File: src/rtl/cfg_bitstream_loader.sv
// Configuration loader: synchronizes pin strobes, packs 4-bit nibbles MS-first
// into DATA_WIDTH words, buffers them in a 2-entry FIFO, emits AXI-Stream frames.
// Ports: clk, rst_n (async low), in_nibble/in_strobe (pins), ld_abort (sync flush),
//        cfg (frame-start pulse), cfg_bitstream_t* (AXI-Stream master), busy, err.
module cfg_bitstream_loader #(
    parameter int DATA_WIDTH  = 8,
    parameter int FRAME_BEATS = 4
) (
    input  logic                  clk,
    input  logic                  rst_n,
    input  logic [3:0]            in_nibble,
    input  logic                  in_strobe,
    input  logic                  ld_abort,
    output logic                  cfg,
    output logic [DATA_WIDTH-1:0] cfg_bitstream_tdata,
    output logic                  cfg_bitstream_tvalid,
    input  logic                  cfg_bitstream_tready,
    output logic                  cfg_bitstream_tlast,
    output logic                  busy,
    output logic                  err
);

    localparam int NIBS = DATA_WIDTH / 4;
    localparam int NW   = (NIBS > 1) ? $clog2(NIBS) : 1;
    localparam int BW   = (FRAME_BEATS > 1) ? $clog2(FRAME_BEATS) : 1;
    localparam logic [NW-1:0] NIB_LAST  = NW'(NIBS - 1);
    localparam logic [BW-1:0] BEAT_LAST = BW'(FRAME_BEATS - 1);

    typedef enum logic [1:0] {
        S_IDLE,
        S_LOAD,
        S_ERROR
    } state_t;

    state_t state_q, state_d;

    logic sync1_q, sync1_d;
    logic sync2_q, sync2_d;
    logic sync3_q, sync3_d;

    logic [NW-1:0]         nib_cnt_q, nib_cnt_d;
    logic [BW-1:0]         beat_cnt_q, beat_cnt_d;
    logic [DATA_WIDTH-1:0] word_q, word_d;
    logic                  cfg_q, cfg_d;
    logic                  err_q, err_d;

    logic [1:0][DATA_WIDTH:0] mem_q, mem_d;
    logic                     rd_ptr_q, rd_ptr_d;
    logic                     wr_ptr_q, wr_ptr_d;
    logic [1:0]               count_q, count_d;

    logic                  cap;
    logic                  word_done;
    logic                  is_last;
    logic                  full;
    logic                  pop;
    logic                  push;
    logic [DATA_WIDTH-1:0] word_nxt;

    always_comb begin
        sync1_d    = in_strobe;
        sync2_d    = sync1_q;
        sync3_d    = sync2_q;
        state_d    = state_q;
        nib_cnt_d  = nib_cnt_q;
        beat_cnt_d = beat_cnt_q;
        word_d     = word_q;
        cfg_d      = 1'b0;
        err_d      = err_q;
        mem_d      = mem_q;
        rd_ptr_d   = rd_ptr_q;
        wr_ptr_d   = wr_ptr_q;
        count_d    = count_q;
        push       = 1'b0;

        cap       = sync2_q & ~sync3_q;
        word_done = (nib_cnt_q == NIB_LAST);
        is_last   = (beat_cnt_q == BEAT_LAST);
        full      = (count_q == 2'd2);
        pop       = (count_q != 2'd0) & cfg_bitstream_tready;
        // Shift-in packing leaves the first nibble in the MS position.
        word_nxt  = (word_q << 4) | DATA_WIDTH'(in_nibble);

        if (ld_abort) begin
            state_d    = S_IDLE;
            nib_cnt_d  = '0;
            beat_cnt_d = '0;
            word_d     = '0;
            err_d      = 1'b0;
            rd_ptr_d   = 1'b0;
            wr_ptr_d   = 1'b0;
            count_d    = 2'd0;
        end else begin
            unique case (state_q)
                S_IDLE, S_LOAD: begin
                    if (cap) begin
                        if (state_q == S_IDLE) begin
                            cfg_d = 1'b1;
                        end
                        state_d = S_LOAD;
                        word_d  = word_nxt;
                        if (!word_done) begin
                            nib_cnt_d = nib_cnt_q + 1'b1;
                        end else if (full && !pop) begin
                            // Overflow: drop the word, freeze counters.
                            state_d = S_ERROR;
                            err_d   = 1'b1;
                        end else begin
                            push       = 1'b1;
                            nib_cnt_d  = '0;
                            beat_cnt_d = is_last ? '0 : beat_cnt_q + 1'b1;
                            if (is_last) begin
                                state_d = S_IDLE;
                            end
                        end
                    end
                end
                S_ERROR: begin
                    state_d = S_ERROR;
                end
                default: begin
                    state_d = S_IDLE;
                end
            endcase

            if (push) begin
                mem_d[wr_ptr_q] = {is_last, word_nxt};
                wr_ptr_d        = ~wr_ptr_q;
            end
            if (pop) begin
                rd_ptr_d = ~rd_ptr_q;
            end
            count_d = count_q + 2'(push) - 2'(pop);
        end
    end

    always_ff @(posedge clk or negedge rst_n) begin
        if (!rst_n) begin
            state_q    <= S_IDLE;
            sync1_q    <= 1'b0;
            sync2_q    <= 1'b0;
            sync3_q    <= 1'b0;
            nib_cnt_q  <= '0;
            beat_cnt_q <= '0;
            word_q     <= '0;
            cfg_q      <= 1'b0;
            err_q      <= 1'b0;
            mem_q      <= '0;
            rd_ptr_q   <= 1'b0;
            wr_ptr_q   <= 1'b0;
            count_q    <= 2'd0;
        end else begin
            state_q    <= state_d;
            sync1_q    <= sync1_d;
            sync2_q    <= sync2_d;
            sync3_q    <= sync3_d;
            nib_cnt_q  <= nib_cnt_d;
            beat_cnt_q <= beat_cnt_d;
            word_q     <= word_d;
            cfg_q      <= cfg_d;
            err_q      <= err_d;
            mem_q      <= mem_d;
            rd_ptr_q   <= rd_ptr_d;
            wr_ptr_q   <= wr_ptr_d;
            count_q    <= count_d;
        end
    end

    assign cfg                  = cfg_q;
    assign err                  = err_q;
    assign cfg_bitstream_tvalid = (count_q != 2'd0);
    assign {cfg_bitstream_tlast, cfg_bitstream_tdata} = mem_q[rd_ptr_q];
    assign busy = (state_q == S_LOAD) | cfg_bitstream_tvalid;

endmodule

File: config.mk
export PLATFORM = sky130hd
export DESIGN_NAME = cfg_bitstream_loader
export DESIGN_NICKNAME = d
export VERILOG_FILES = /design/src/rtl/cfg_bitstream_loader.sv
export SDC_FILE = /design/constraint.sdc
export NUM_CORES = 1
export LEC_CHECK = 0
export CAP_MARGIN = 20
export CORE_UTILIZATION = 60
export CTS_BUF_LIST = sky130_fd_sc_hd__clkbuf_2 sky130_fd_sc_hd__clkbuf_4 sky130_fd_sc_hd__clkbuf_8
export CTS_CLUSTER_DIAMETER = 60
export CTS_CLUSTER_SIZE = 24
export DETAILED_ROUTE_END_ITERATION = 16
export DONT_BUFFER_PORTS = 1
export PLACE_DENSITY_LB_ADDON = 0.12
export SYNTH_ARGS = -nofsm -noshare
export SYNTH_HDL_FRONTEND = slang
export SYNTH_SLANG_ARGS = --single-unit
File: constraint.sdc
create_clock -name clk -period 3.9 [get_ports clk]
set_input_delay 1.17 -clock clk [delete_from_list [all_inputs] [get_ports clk]]
set_output_delay 1.17 -clock clk [all_outputs]
set_load 0.02 [all_outputs]
==> results of run 1 <==
## path summary, 6_finish.rpt
path                                 startpoint                   end  slack, ns  cells after the start
max reg2reg                count_q[0]$_DFF_PN0_  mem_q[8]$_DFFE_PN0P_       1.92                      3
max                        count_q[1]$_DFF_PN0_                  busy       1.33                      2
min reg2reg                   sync1_q$_DFF_PN0_     sync2_q$_DFF_PN0_       0.36                      0
max in group asynchronous                 rst_n     sync1_q$_DFF_PN0_       3.30                      0
min                           sync1_q$_DFF_PN0_     sync2_q$_DFF_PN0_       0.36                      0
min in group asynchronous                 rst_n  mem_q[4]$_DFFE_PN0P_       0.52                      0
## cell type report
| type | count | share of cell area, % |
|---|---|---|
| Tap cell | 30 | 2.217 |
| Sequential cell | 36 | 53.22 |
| Multi-Input combinational cell | 76 | 41.46 |
| Clock buffer | 5 | 2.217 |
| Inverter | 4 | 0.8869 |
## power by group through the flow
| stage | registers, mW | clock network, mW | logic, mW |
|---|---|---|---|
| 4_1_cts | 0.464 | 0.177 | 0.229 |
| 5_1_grt | 0.472 | 0.190 | 0.248 |
| 3_5_place_dp | 0.470 | 0 | 0.228 |
| 3_3_place_gp | 0.468 | 0 | 0.222 |
| 6_report | 0.461 | 0.172 | 0.226 |
| 2_1_floorplan | 0.444 | 0 | 0.226 |
## sequential cells by signal (all words and copies together) (netlist names)
register    count
err             1
count_q         2
sync1_q         1
sync2_q         1
rd_ptr_q        1
state_q         2
mem_q          18
wr_ptr_q        1
nib_cnt_q       1
cfg             1
beat_cnt_q      2
sync3_q         1
word_q          4
## stage by stage
| stage | setup WS (ns) | utilization, % | hold WS [ns] | cell area, µm² |
|---|---|---|---|---|
| after floorplan | 1.471 | - | 0.3312 | 1644 |
| after global placement | 1.259 | 65.63 | 0.3369 | 1655 |
| after detailed placement | 1.190 | 65.63 | 0.3418 | 1655 |
| after CTS | 1.259 | 67.11 | 0.3641 | 1693 |
| after global routing | 1.224 | 67.11 | 0.3682 | 1693 |
| final | 1.331 | 67.11 | 0.3592 | 1693 |
## synth_stat cells, drive strengths merged (2+ instances only)
master  number  area, µm²
a21oi        7      35.03
clkbuf       4      15.01
dfrtp       36      900.9
ha           3      37.54
inv          4      15.01
mux2        27      337.8
mux2i        4      40.04
nand2        2      7.510
nor2         8      30.03
nor3b        3      27.52
o21ai        3      15.01
or3          2      12.51
or4          2      15.01
xnor2        2      17.52
## cell usage in the layout, fill, tap and decap left out, types with 2 or more instances in the layout
| cell | netlist | final |
|---|---|---|
| or3_1 | 2 | 2 |
| inv_1 | 4 | 4 |
| dfrtp_1 | 36 | 36 |
| or4_1 | 2 | 2 |
| nor2_1 | 8 | 8 |
| o21ai_0 | 3 | 3 |
| xnor2_1 | 2 | 2 |
| nor3b_1 | 2 | 2 |
| mux2_2 | 18 | 18 |
| ha_1 | 3 | 3 |
| nand2_1 | 2 | 2 |
| clkbuf_4 | 0 | 5 |
| a21oi_1 | 7 | 7 |
| mux2_4 | 9 | 9 |
| mux2i_1 | 4 | 4 |
## cell families after synthesis
group,after synthesis
AOI/OAI and AO/OA,13
xor gates and xnor gates,3
adders and majority gates,3
buffers and inverters,9
DFF,36
muxes,31
and+or+nand+nor,26
## metal layers
layer  share of wire [%]  vias up  GRT usage [%]  routed length [µm]
met5                   0        -              0                   0
met4                 1.7        0          12.82                  43
met3                 3.6        6          6.667                  94
met2                  46       18          33.54                1200
met1                  48      427          25.13                1248
li1                    -      429              -                   -
## worst reg2reg max path: stages (launching register included)
cell     delay, ns
dfrtp_1       0.43
nor3b_1       0.53
or4_1         0.58
mux2_4        0.35
==> results.sh, run 1 <==
export IMPL_vias=880
export IMPL_grt_overflow_total=0
export IMPL_synth_simple_area_share_pct=11.42
export IMPL_postSynthAreaPerCell_um2=13.59
export IMPL_drv_slew=0
export IMPL_register_area_um2=900.9
export IMPL_setup_viol_count_final=0
export IMPL_grt_first_pass_wirelength_um=4146
export IMPL_yosys_area_share_adder_pct=2.283
export IMPL_ios=22
export IMPL_muxShareOfSynthArea_pct=22.98
export IMPL_htree_levels=2
export IMPL_synth_edf_count=0
export IMPL_pwr_share_clk_pct=20.0
export IMPL_slowest_stage="dfrtp_1"
export IMPL_crit_required_ns=2.73
export IMPL_peakVddDrop_v=0.0003987
export IMPL_firstDrtPassIters=4
export IMPL_seqPwrFrac_pct=53.7
export IMPL_layout_drive_gt1_share_pct=30.58
export IMPL_power_internal_mw=0.5844
export IMPL_synth_xor_area_share_pct=1.598
export IMPL_max_slew_worst_pin_slew_ns=0.6131
export IMPL_dpl_hpwl_um=1741
export IMPL_n_antenna_cell=0
export IMPL_path_buf_inv=0
export IMPL_die_x_um=54.35
export IMPL_cap_violations=0
export IMPL_hold_violations=0
export IMPL_dieHeight_um=54.35
export IMPL_root_buffer="clkbuf_4"
export IMPL_row_count=18
export IMPL_yosysWarnings=0
export IMPL_slew_limit_headroom_pct=58.95
export IMPL_clock_tree_buffer_depth=2
export IMPL_cts_tree="yes"
export IMPL_ctsResizeCount=0
export IMPL_synthesis_area_um2=1644
export IMPL_powerDensity_nw_per_um2=507.8
export IMPL_fin_tns_setup_ns=0
export IMPL_syn_inst=121
export IMPL_numCtsBuffers=5
export IMPL_synth_compound_area_share_pct=4.414
export IMPL_p_switching_mw=0.2752
export IMPL_drc=0
export IMPL_fmax_mhz=389.2
export IMPL_cp_max_fo=5
export IMPL_fin_cells=151
export IMPL_grt_pass1_vias=923
export IMPL_combPwrFrac_pct=26.3
export IMPL_ys_flop_type="dfrtp_1"
export IMPL_areaGrowthSynthToFinish_pct=2.968
export IMPL_startpoint_type="flip-flop"
export IMPL_layout_nets=135
export IMPL_path_clk_slew_ns=0.09
export IMPL_grt_max_degree=37
export IMPL_end_kind="output port"
export IMPL_dp_cells=146
export IMPL_clkSinkCount=36
export IMPL_routed_wl_um=2587
export IMPL_synthesis_nets=133
export IMPL_hold_class="reg2reg"
export IMPL_p_sw_share_pct=32.01
export IMPL_crit_chain="or2_2 -> o21bai_1"
export IMPL_ctsHoldBuffers=0
export IMPL_ys_types=30
export IMPL_nFillCells=192
export IMPL_multi_input_area_um2=701.9
export IMPL_vias_per_cell=5.828
export IMPL_antenna_found_initial=0
export IMPL_cp_arrival_ns=1.40
export IMPL_cpPeakStageDelay_ns=0.42
export IMPL_fin_crit_sh_pct=65.88
export IMPL_async_reset_ff_share_pct=100.0
export IMPL_clock_skew_ns=0.005055
export IMPL_period_minus_slack_ns=2.569
export IMPL_synth_ff_latch_count=36
export IMPL_coreArea_um2=2522
export IMPL_synth_top_family_by_area="multiplexers"
export IMPL_rsz0062_at_grt="no"
export IMPL_die_area_um2=2953
export IMPL_gp_congestion=0.7262
export IMPL_yosysSeqAreaShare_pct=54.79
export IMPL_ant_nets=0
export IMPL_start_util_pct=65.18
export IMPL_grt_usage_pct=21.24
export IMPL_status="finished clean"
export IMPL_total_power_mw=0.8596
export IMPL_cts_setup_buffers=0
export IMPL_post_drt_wl_per_cell_um=17.13
export IMPL_critical_path_class="reg2out"
export IMPL_leakage_nw=0.8247
export IMPL_dr_first_iter_drc_count=2
export IMPL_clk_latency_ns=0.33
export IMPL_port_buffers=0
export IMPL_crit_family="flip-flops"
No activity file was read; power rests on OpenSTA's default activity.
==> inputs of run 2 (changes only) <==
- CORE_UTILIZATION: 60 -> 58
- clock period: 3.9 -> 2.2 ns (I/O delays scaled with it)
==> run 2 against run 1 <==
Global-route usage shrank 0.47 points; final area up 2.1%; combinational power is 90% higher; via count is 6.0% higher; sequential cell count unchanged; sequential share of layout area down 1.1 points; worst setup slack got worse by 1.2 ns; clock power rose by 73%; critical path depth unchanged; wire length is 3.8% higher; non-clock buffer count increased by 3; register-to-register slack got worse by 1.5 ns.
==> results.sh, run 2 (synthesis gave the netlist of run 1 again) <==
export IMPL_clock_skew_ns=0.006505
export IMPL_nFillCells=225
export IMPL_rsz0062_at_grt="no"
export IMPL_fmax_mhz=479.1
export IMPL_grt_usage_pct=20.77
export IMPL_largest_register="mem_q"
export IMPL_row_count=18
export IMPL_die_x_um=55.24
export IMPL_layout_nets=138
export IMPL_grt_first_pass_wirelength_um=4864
export IMPL_post_drt_wl_per_cell_um=17.44
export IMPL_path_clk_slew_ns=0.10
export IMPL_die_area_um2=3051
export IMPL_port_buffers=0
export IMPL_coreArea_um2=2567
export IMPL_critical_path_class="reg2out"
export IMPL_htree_levels=2
export IMPL_setup_viol_count_final=0
export IMPL_routed_wl_um=2685
export IMPL_hold_class="in2async"
export IMPL_root_buffer="clkbuf_4"
export IMPL_register_area_um2=900.9
export IMPL_fin_tns_setup_ns=0
export IMPL_drc=0
export IMPL_powerDensity_nw_per_um2=895.1
export IMPL_ant_nets=0
export IMPL_setup_slack_ns=0.1128
export IMPL_cp_arrival_ns=1.43
export IMPL_period_minus_slack_ns=2.087
export IMPL_slew_limit_headroom_pct=58.61
export IMPL_dieHeight_um=55.24
export IMPL_final_cell_mix="36 x dfrtp_1, 18 x mux2_2, 9 x mux2_4"
export IMPL_multi_input_area_um2=701.9
export IMPL_dpl_hpwl_um=1805
export IMPL_vias=933
export IMPL_peakVddDrop_v=0.0007165
export IMPL_fin_crit_sh_pct=94.87
export IMPL_antenna_found_initial=0
export IMPL_firstDrtPassIters=4
export IMPL_ctsResizeCount=0
export IMPL_clkSinkCount=36
export IMPL_grt_overflow_total=0
export IMPL_grt_max_degree=37
export IMPL_start_util_pct=64.04
export IMPL_max_slew_worst_pin_slew_ns=0.6181
export IMPL_clock_tree_buffer_depth=2
export IMPL_place_worst_setup_slack_ns=0.2635
export IMPL_numCtsBuffers=5
export IMPL_areaGrowthSynthToFinish_pct=5.099
export IMPL_drv_slew=0
export IMPL_crit_required_ns=1.54
export IMPL_n_antenna_cell=0
export IMPL_end_kind="output port"
export IMPL_vias_per_cell=6.058
export IMPL_ios=22
export IMPL_dr_first_iter_drc_count=23
export IMPL_leakage_nw=0.8437
export IMPL_cp_max_fo=5
export IMPL_status="finished clean"
export IMPL_startpoint_type="flip-flop"
export IMPL_cts_tree="yes"
export IMPL_reg_top3="mem_q: 18 flops, word_q: 4 flops"
export IMPL_hold_violations=0
export IMPL_clk_latency_ns=0.33
export IMPL_gp_congestion=0.7003
export IMPL_layout_drive_gt1_share_pct=32.26
export IMPL_largest_register_ffs=18
export IMPL_final_common_cell="dfrtp_1"
export IMPL_cap_violations=0
export IMPL_cts_setup_buffers=0
export IMPL_grt_pass1_vias=998
## run 2: area by class of cell
cell class	count	share of cell area (%)
multi-input combinational	76	40.62
inverter	4	0.8689
tap	30	2.172
timing repair buffer	3	2.028
sequential	36	52.14
clock buffer	5	2.172
## run 2: per-layer routing
metal	up-vias	global-route usage (%)	routed length, µm
met3	7	7.026	133
met5	-	0	0
met2	23	30.81	1225
met4	0	8.571	41
met1	467	28.03	1284
li1	436	-	-
## run 2: power by group
part	internal (mW)	switching, mW
Clock	0.107	0.191
Sequential	0.734	0.0843
Combinational	0.204	0.226
## run 2: final timing paths
path	startpoint	to	slack [ns]	cells past startpoint
worst min-delay path	rst_n	beat_cnt_q[0]$_DFFE_PN0P_	0.15	1
min in group clk	in_strobe	sync1_q$_DFF_PN0_	0.35	0
worst max register to register	sync3_q$_DFF_PN0_	mem_q[7]$_DFFE_PN0P_	0.44	4
worst max-delay path	count_q[1]$_DFF_PN0_	busy	0.11	2
max in group asynchronous	rst_n	mem_q[5]$_DFFE_PN0P_	1.87	1
worst min register to register	sync1_q$_DFF_PN0_	sync2_q$_DFF_PN0_	0.36	0
## run 2: repair_timing
item | 4_1_cts | 5_1_grt
hold endpoints to repair | 0 | 36
hold buffers | 0 | 1
endpoints found under the setup margin | 0 | 0
## run 2: worst max-delay path, stage by stage (launching register included)
cell and delay (ns):
dfrtp_1 0.43, or2_2 0.38, o21bai_1 0.29
## run 2: through the flow
step / utilization [%] / instances / area (µm²) / hold slack (ns) / total power, mW
after floorplan: - / 121 / 1644 / 0.3312 / 1.187
after global placement: 65.06 / 148 / 1670 / 0.3341 / 1.230
after detailed placement: 65.06 / 148 / 1670 / 0.3410 / 1.249
after CTS: 66.52 / 153 / 1708 / 0.003305 / 1.545
after global routing: 67.30 / 154 / 1728 / 0.1517 / 1.628
final: 67.30 / 154 / 1728 / 0.1527 / 1.547
==> inputs of run 3 (changes only) <==
- ABC_AREA: default -> 1
- CORE_UTILIZATION: 58 -> 59
==> run 3 against run 2 <==
Final cell count increased by 52%; sequential power decreased by 3.4%; largest cell class unchanged; first-iteration DRC count increased to 3.0 times the previous value; via count increased by 38%; critical path type unchanged; core utilization decreased by 1.3 points.
==> results.sh, run 3 <==
export IMPL_routed_wl_um=3306
export IMPL_clkSinkCount=36
export IMPL_grt_usage_pct=24.10
export IMPL_yosysTopAreaCellShare_pct=52.06
export IMPL_grt_util_met2_pct=36.39
export IMPL_end_kind="output port"
export IMPL_crit_chain="nor2_1 -> o21ai_0 -> buf_4"
export IMPL_total_power_mw=1.641
export IMPL_syn_inst=198
export IMPL_cap_violations=0
export IMPL_cp_arrival_ns=1.30
export IMPL_muxShareOfSynthArea_pct=0
export IMPL_cp_max_fo=4
export IMPL_n_antenna_cell=0
export IMPL_dieHeight_um=56.16
export IMPL_die_area_um2=3153
export IMPL_drv_slew=0
export IMPL_cpPeakStageDelay_ns=0.46
export IMPL_cts_setup_buffers=0
export IMPL_ys_flop_type="dfrtp_1"
export IMPL_power_internal_mw=1.027
export IMPL_synth_ff_latch_count=36
export IMPL_ys_types=27
export IMPL_antenna_found_initial=0
export IMPL_clock_tree_buffer_depth=2
export IMPL_p_sw_share_pct=37.42
export IMPL_areaGrowthSynthToFinish_pct=5.206
export IMPL_reg_top3="mem_q: 18 flops, word_q: 4 flops"
export IMPL_combPwrFrac_pct=28.6
export IMPL_synthTopCellsByCount="85 x nand2_1, 36 x dfrtp_1, 15 x nand3_1, 11 x inv_1, 10 x nand4_1"
export IMPL_crit_required_ns=1.54
export IMPL_clk_latency_ns=0.34
export IMPL_ctsResizeCount=0
export IMPL_vias_per_cell=5.483
export IMPL_startpoint_type="flip-flop"
export IMPL_grt_first_pass_wirelength_um=5658
export IMPL_drc=0
export IMPL_fmax_mhz=510.7
export IMPL_met1_usage_pct=32.91
export IMPL_die_x_um=56.16
export IMPL_slew_limit_headroom_pct=69.20
export IMPL_busiest_layer="met2"
export IMPL_powerDensity_nw_per_um2=901.4
export IMPL_numCtsBuffers=5
export IMPL_yosys_top_cells_area="dfrtp_1 52%, nand2_1 18%, nand3_1 4.3%, nand4_1 3.6%, nand4_4 2.5%"
export IMPL_hold_violations=0
export IMPL_cts_tree="yes"
export IMPL_synth_edf_count=0
export IMPL_slowest_stage="dfrtp_1"
export IMPL_synth_top_area_cell="dfrtp_1"
export IMPL_grt_overflow_total=0
export IMPL_synth_top_family_by_area="simple AND/OR/NAND/NOR gates"
export IMPL_layout_drive_gt1_share_pct=11.82
export IMPL_grt_use_met3_pct=7.907
export IMPL_largest_register="mem_q"
export IMPL_ios=22
export IMPL_dpl_hpwl_um=2204
export IMPL_path_clk_slew_ns=0.10
export IMPL_grt_pass1_vias=1207
export IMPL_final_common_cell="nand2_1"
export IMPL_peakVddDrop_v=0.0006495
export IMPL_rsz0062_at_grt="no"
export IMPL_critical_path_class="reg2out"
export IMPL_ant_nets=0
export IMPL_yosys_area_share_adder_pct=2.169
export IMPL_synth_simple_area_share_pct=36.95
export IMPL_fin_tns_setup_ns=0
export IMPL_seqPwrFrac_pct=48.1
export IMPL_synth_compound_area_share_pct=1.880
export IMPL_postSynthAreaPerCell_um2=8.739
export IMPL_port_buffers=0
export IMPL_coreArea_um2=2758
export IMPL_p_switching_mw=0.6141
export IMPL_period_minus_slack_ns=1.958
export IMPL_hold_class="in2async"
export IMPL_yosysWarnings=0
export IMPL_leakage_nw=0.9818
export IMPL_synth_most_common_cell="nand2_1"
export IMPL_post_drt_wl_per_cell_um=14.13
export IMPL_synthesis_area_um2=1730
export IMPL_final_cell_mix="85 x nand2_1, 36 x dfrtp_1, 15 x nand3_1"
export IMPL_firstDrtPassIters=4
export IMPL_layout_nets=214
export IMPL_grt_max_degree=37
export IMPL_synth_xor_area_share_pct=1.012
export IMPL_fin_crit_sh_pct=89.00
export IMPL_pwr_share_clk_pct=23.3
export IMPL_yosysSeqAreaShare_pct=52.06
export IMPL_gp_congestion=0.8003
export IMPL_status="finished clean"
export IMPL_largest_register_ffs=18
export IMPL_nFillCells=233
export IMPL_root_buffer="clkbuf_4"
export IMPL_setup_viol_count_final=0
export IMPL_start_util_pct=62.75
export IMPL_row_count=19
export IMPL_synthesis_nets=210
export IMPL_max_slew_worst_pin_slew_ns=0.4620
export IMPL_clock_skew_ns=0.009323
export IMPL_htree_levels=2
export IMPL_async_reset_ff_share_pct=100.0
export IMPL_dr_first_iter_drc_count=68
export IMPL_vias=1283
run 3: cell type report:
| cell class | instances | area, µm² | share of cell area (%) |
|---|---|---|---|
| timing repair buffer | 3 | 35.03 | 1.924 |
| clock buffer | 7 | 58.81 | 3.230 |
| tap | 31 | 38.79 | 2.131 |
| clock inverter | 1 | 7.507 | 0.4124 |
| multi-input combinational | 142 | 726.9 | 39.93 |
| sequential | 36 | 900.9 | 49.48 |
| inverter | 14 | 52.55 | 2.887 |
run 3: power by group through the flow:
stage | clock [mW] | sequential (mW) | combinational [mW]
2_1_floorplan | 0 | 0.789 | 0.385
3_3_place_gp | 0 | 0.797 | 0.444
3_5_place_dp | 0 | 0.801 | 0.452
4_1_cts | 0.399 | 0.789 | 0.472
5_1_grt | 0.424 | 0.798 | 0.520
6_report | 0.382 | 0.790 | 0.469
run 3: kinds of logic (layout without fill, tap and decap cells):
group | count (synthesis) | count (layout)
compound gates | 6 | 6
xor+xnor | 2 | 2
fa+ha+maj | 3 | 3
buf+inv | 20 | 25
flops | 36 | 36
simple gates | 131 | 131
run 3: final timing paths:
path,startpoint,to,slack (ns),cells after the start
max in group asynchronous,rst_n,wr_ptr_q$_DFFE_PN0P_,1.88,1
worst min register to register,sync1_q$_DFF_PN0_,sync2_q$_DFF_PN0_,0.36,0
worst min-delay path,rst_n,mem_q[7]$_DFFE_PN0P_,0.13,1
min in group clk,in_strobe,sync1_q$_DFF_PN0_,0.34,0
worst max-delay path,count_q[1]$_DFF_PN0_,busy,0.24,3
worst max register to register,state_q[1]$_DFFE_PN0P_,count_q[1]$_DFF_PN0_,0.54,9
run 3: worst max-delay path: cells and delay by family (launching register included):
family / cells / cell delay [ns]
compound gates: 1 / 0.12
simple gates: 1 / 0.22
flops: 1 / 0.46
buf+inv: 1 / 0.17
run 3: per-layer routing:
metal  vias up  share of wire, %
met1       604                45
met4         0               1.4
li1        643                 -
met3         5               4.5
met5         -                 0
met2        31                49
run 3: repair_timing:
| action | 4_1_cts | 5_1_grt |
|---|---|---|
| endpoints found under the setup margin | 0 | 0 |
| hold endpoints to repair | 36 | 0 |
| hold buffers | 1 | 0 |
run 3: through the flow:
stage	instance area, µm²	util, %	setup WS, ns	hold slack (ns)	instances
after CTS	1821	66.02	0.2408	0.1288	234
after global routing	1821	66.02	0.1720	0.1198	234
final	1821	66.02	0.2421	0.1286	234
after detailed placement	1734	62.89	0.4472	0.3358	225
after global placement	1734	62.89	0.4999	0.3392	225
after floorplan	1730	-	0.5269	0.3312	198
